`src/rtl/seq_detect_param.sv`:
```
// Parameterized symbol-sequence detector with Mealy/Moore match flags,
// illegal-symbol error pulse and a saturating match counter.
module seq_detect_param #(
  parameter int W = 3,
  parameter int N = 4,
  parameter logic [N*W-1:0] PATTERN = {3'd1, 3'd2, 3'd1, 3'd2},
  parameter int MAX_SYM = 5,
  parameter int OVERLAP = 1,
  parameter int CNT_W = 8
) (
  input  logic             clock,
  input  logic             reset,
  input  logic             x_valid,
  input  logic [W-1:0]     x,
  output logic             z,
  output logic             z_reg,
  output logic             error,
  output logic [CNT_W-1:0] match_cnt
);

  generate
    if (N < 1 || W < 1 || CNT_W < 1 || MAX_SYM < 0 ||
        MAX_SYM >= (64'd1 << W)) begin : g_bad_params
      $error("seq_detect_param: illegal parameter combination");
    end
  endgenerate

  // History holds N-1 symbols; N=1 keeps a dummy word that stays zero.
  localparam int HW = (N > 1) ? (N - 1) * W : W;
  localparam int FW = (N > 1) ? $clog2(N) : 1;
  localparam logic [W-1:0]  MAX_V    = W'(MAX_SYM);
  localparam logic [FW-1:0] FILL_MAX = FW'(N - 1);

  logic [HW-1:0] hist;
  logic [HW-1:0] hist_nxt;
  logic [FW-1:0] fill;
  logic          accepted;
  logic          illegal;
  logic          hit;

  assign accepted = x_valid && (x <= MAX_V);
  assign illegal  = x_valid && (x > MAX_V);

  generate
    if (N == 1) begin : g_n1
      assign hit      = (x == PATTERN);
      assign hist_nxt = '0;
    end else if (N == 2) begin : g_n2
      assign hit      = ({hist, x} == PATTERN);
      assign hist_nxt = x;
    end else begin : g_nn
      assign hit      = ({hist, x} == PATTERN);
      assign hist_nxt = {hist[HW-W-1:0], x};
    end
  endgenerate

  assign z = !reset && accepted && (fill == FILL_MAX) && hit;

  always_ff @(posedge clock) begin
    if (reset) begin
      hist      <= '0;
      fill      <= '0;
      z_reg     <= 1'b0;
      error     <= 1'b0;
      match_cnt <= '0;
    end else begin
      z_reg <= z;
      error <= illegal;
      if (illegal) begin
        fill <= '0;
      end else if (accepted) begin
        hist <= hist_nxt;
        if (z && OVERLAP == 0)
          fill <= '0;
        else if (fill != FILL_MAX)
          fill <= fill + FW'(1);
      end
      if (z && match_cnt != '1)
        match_cnt <= match_cnt + CNT_W'(1);
    end
  end

endmodule

```
`config.mk`:
```
export PLATFORM = sky130hd
export DESIGN_NAME = seq_detect_param
export DESIGN_NICKNAME = d
export VERILOG_FILES = /design/src/rtl/seq_detect_param.sv
export SDC_FILE = /design/constraint.sdc
export NUM_CORES = 1
export LEC_CHECK = 0
export CORE_UTILIZATION = 26
export CTS_CLUSTER_SIZE = 8
export DETAILED_ROUTE_END_ITERATION = 6
export HOLD_SLACK_MARGIN = 0.1
export PLACE_DENSITY_LB_ADDON = 0.3
export SYNTH_ARGS = -nofsm -noshare
export SYNTH_HDL_FRONTEND = slang
export SYNTH_SLANG_ARGS = --single-unit
```
`constraint.sdc`:
```
create_clock -name clock -period 3.6 [get_ports clock]
set_clock_uncertainty 0.05 [all_clocks]
set_input_delay 0.72 -clock clock [delete_from_list [all_inputs] [get_ports clock]]
set_output_delay 0.72 -clock clock [all_outputs]
set_load 0.01 [all_outputs]
```
==> reports/results.ini, run 1 <==
[synth]
synth_fp_nets=118
ys_ff_latch=21
synth_top_area_frac=0.452
yosysWarnings=0
synth.most_common_cell=dfxtp_1
synth_top_area_cell=dfxtp_1
synth_area_per_cell_sq_um=8.45
syn_inst=110
synthFlopType=dfxtp_1
synth-edff-count=0
synth_common_cells=dfxtp_1, nand2_1, a21oi_1
yosys-top-cells-area=dfxtp_1, a21oi_1, nand2_1
yosysSeqAreaShare=0.452
synthArstFlopShare=0
synth_area_sq_um=930
ys_types=30

[flow_run]
drv_cap=0

[setup_path]
critPathTopFamily=buffers and inverters
critPathMaxFanout=8
endpoint_kind=primary output
slowest_delay_ps=550
crit_buf_inv=3
cpMaxStageDelayCell=clkdlybuf4s50_1
cp_cell_sequence=clkdlybuf4s50_1, nand4bb_1, or4_4, clkinv_1, clkdlybuf4s50_1
critPathKind=in -> out
start_kind=input pin
worstPathArrival_ps=2620
required_ps=2830
cpMostUsedCell=clkdlybuf4s50_1

[power_and_ir_drop]
p_per_area_nw_per_um2=327
p_leak_nw=0.384
irDropWorstVdd_uv=195
power_w=0.000380

[timing]
worst_pin_slew_ps=330
min_period_ps=3390
rsz0062_at_grt=no
drv_slew=0
setup_viol=0
maxSlewHeadroom=0.778
fmax_mhz=295
hold_violations=0
tns_ps=0
post-route-period-util=0.941

[global_routing]
grt_max_degree=21
antenna_found_initial=0
grt_use_total=0.111
grt_pass1_vias=744
grt_overflow=0
grt_first_pass_wirelength_microns=3160

[detailed_routing]
route.detailed.drc=0
wl_per_cell_microns=10.9
vias_per_cell=4.87
final_antenna_net_count=0
wl_microns=1890
drt_iter0_drc=52
vias=842
first_pass_iters=4

[clock_network]
cts-root-buf=clkbuf_4
clk_pin_slew_ps=110
ctsHoldBuffers=0
clock_sinks=21
cts_buffers=3
cts_setup_buffers=0
insertion_delay_ps=300
tritoncts=built
cts_repair_resize_count=0
htreeDepth=1
cts_buffer_depth=2

[place]
hpwl_microns=1410
port_buffers=16
globalplace.congestion=0.752

[floorplan]
initial_core_util=0.274
die_x_microns=61.8
row_count=21
coreArea_sq_um=3390
die_area_sq_um=3820
die_y_microns=61.8
io_pins=17

[finish]
regMostFlops=hist
reg_top3=hist x9, match_cnt x8, fill x2
area_growth_pct=25.0
drive_above_1_share=0.0787
nets=136
antenna_cells=0
largest_reg_flops=9

[hold_path]
hp-class=reg -> reg

[run_status]
status=finished, final reports clean

## layout by cell type (no fill, tap or decap), types with 2 or more instances in the layout
master / netlist / layout
clkdlybuf4s50_1: 0 / 16
ha_1: 2 / 2
o21ai_0: 3 / 3
or3_2: 2 / 2
o31ai_1: 2 / 2
dfxtp_1: 21 / 21
nor2b_1: 3 / 3
nand3_1: 2 / 2
buf_4: 0 / 2
nor3b_1: 2 / 2
nor3_1: 6 / 6
a21oi_1: 15 / 15
nand4bb_1: 3 / 3
nand2_1: 18 / 18
inv_1: 2 / 2
a21bo_2: 2 / 2
clkbuf_4: 0 / 3
nor2_1: 8 / 8
or4_1: 2 / 2
## routing by layer
metal | up-vias | track usage | wire (microns) | share of wire
li1 | 425 | - | - | -
met1 | 396 | 0.130 | 889 | 0.47
met2 | 19 | 0.195 | 920 | 0.49
met3 | 2 | 0.0373 | 68 | 0.036
met4 | 0 | 0.0286 | 13 | 0.0069
met5 | - | 0 | 0 | 0
## stage by stage
step | cells | util | instance area (sq um) | hold slack, ps | setup slack, ps
floorplan | 110 | - | 930 | 381 | 1180
global placement | 169 | 0.335 | 1140 | 395 | 259
detailed placement | 169 | 0.335 | 1140 | 395 | 224
CTS | 173 | 0.343 | 1160 | 411 | 223
global route | 173 | 0.343 | 1160 | 433 | 139
finish | 173 | 0.343 | 1160 | 408 | 212
## worst paths after layout
path                            cells after the start                   endpoint  slack [ps]                 start
worst max-delay path                                5                          z         210                  x[1]
worst min-delay path                                2       hist[7]$_SDFFE_PP0P_         410  hist[7]$_SDFFE_PP0P_
worst max register to register                      5  match_cnt[5]$_SDFFE_PP0P_        1440  hist[5]$_SDFFE_PP0P_
worst min register to register                      2       hist[7]$_SDFFE_PP0P_         410  hist[7]$_SDFFE_PP0P_
## worst reg2reg max path, stage by stage (launching register included)
cell and delay (ps):
dfxtp_1 340, or3_1 360, or4_4 540, buf_4 180, or4_1 500, a21oi_1 140
## area by class of cell
class | instances | area, sq um
Fill cell | 369 | 2230
Multi-Input combinational cell | 81 | 472
Sequential cell | 21 | 420
Timing Repair Buffer | 18 | 175
Tap cell | 46 | 57.6
Clock buffer | 4 | 26.3
Inverter | 3 | 11.3
## cells by family (layout without fill, tap and decap cells)
group,Yosys count,in the layout,share of synthesized area
buf+inv,8,25,0.0404
compound gates,25,25,0.157
fa+ha+maj,2,2,0.0269
simple gates,54,54,0.323
flops,21,21,0.452
## where the power goes
part | total [W] | switching, W | internal (W)
clock | 0.000111 | 0.0000681 | 0.0000432
sequential | 0.000240 | 0.00000328 | 0.000237
combinational | 0.0000285 | 0.0000148 | 0.0000137
(Power assumes the default switching activity.)
==> inputs of run 2 (changes only) <==
--- a/config.mk
+++ b/config.mk
@@ -6,10 +6,12 @@
 export NUM_CORES = 1
 export LEC_CHECK = 0
 export CORE_UTILIZATION = 26
+export CTS_CLUSTER_DIAMETER = 100
 export CTS_CLUSTER_SIZE = 8
 export DETAILED_ROUTE_END_ITERATION = 6
 export HOLD_SLACK_MARGIN = 0.1
 export PLACE_DENSITY_LB_ADDON = 0.3
+export SKIP_LAST_GASP = 1
 export SYNTH_ARGS = -nofsm -noshare
 export SYNTH_HDL_FRONTEND = slang
 export SYNTH_SLANG_ARGS = --single-unit
==> results of run 2 <==
No change in the layout: final DEF, timing and power equal those of run 1.
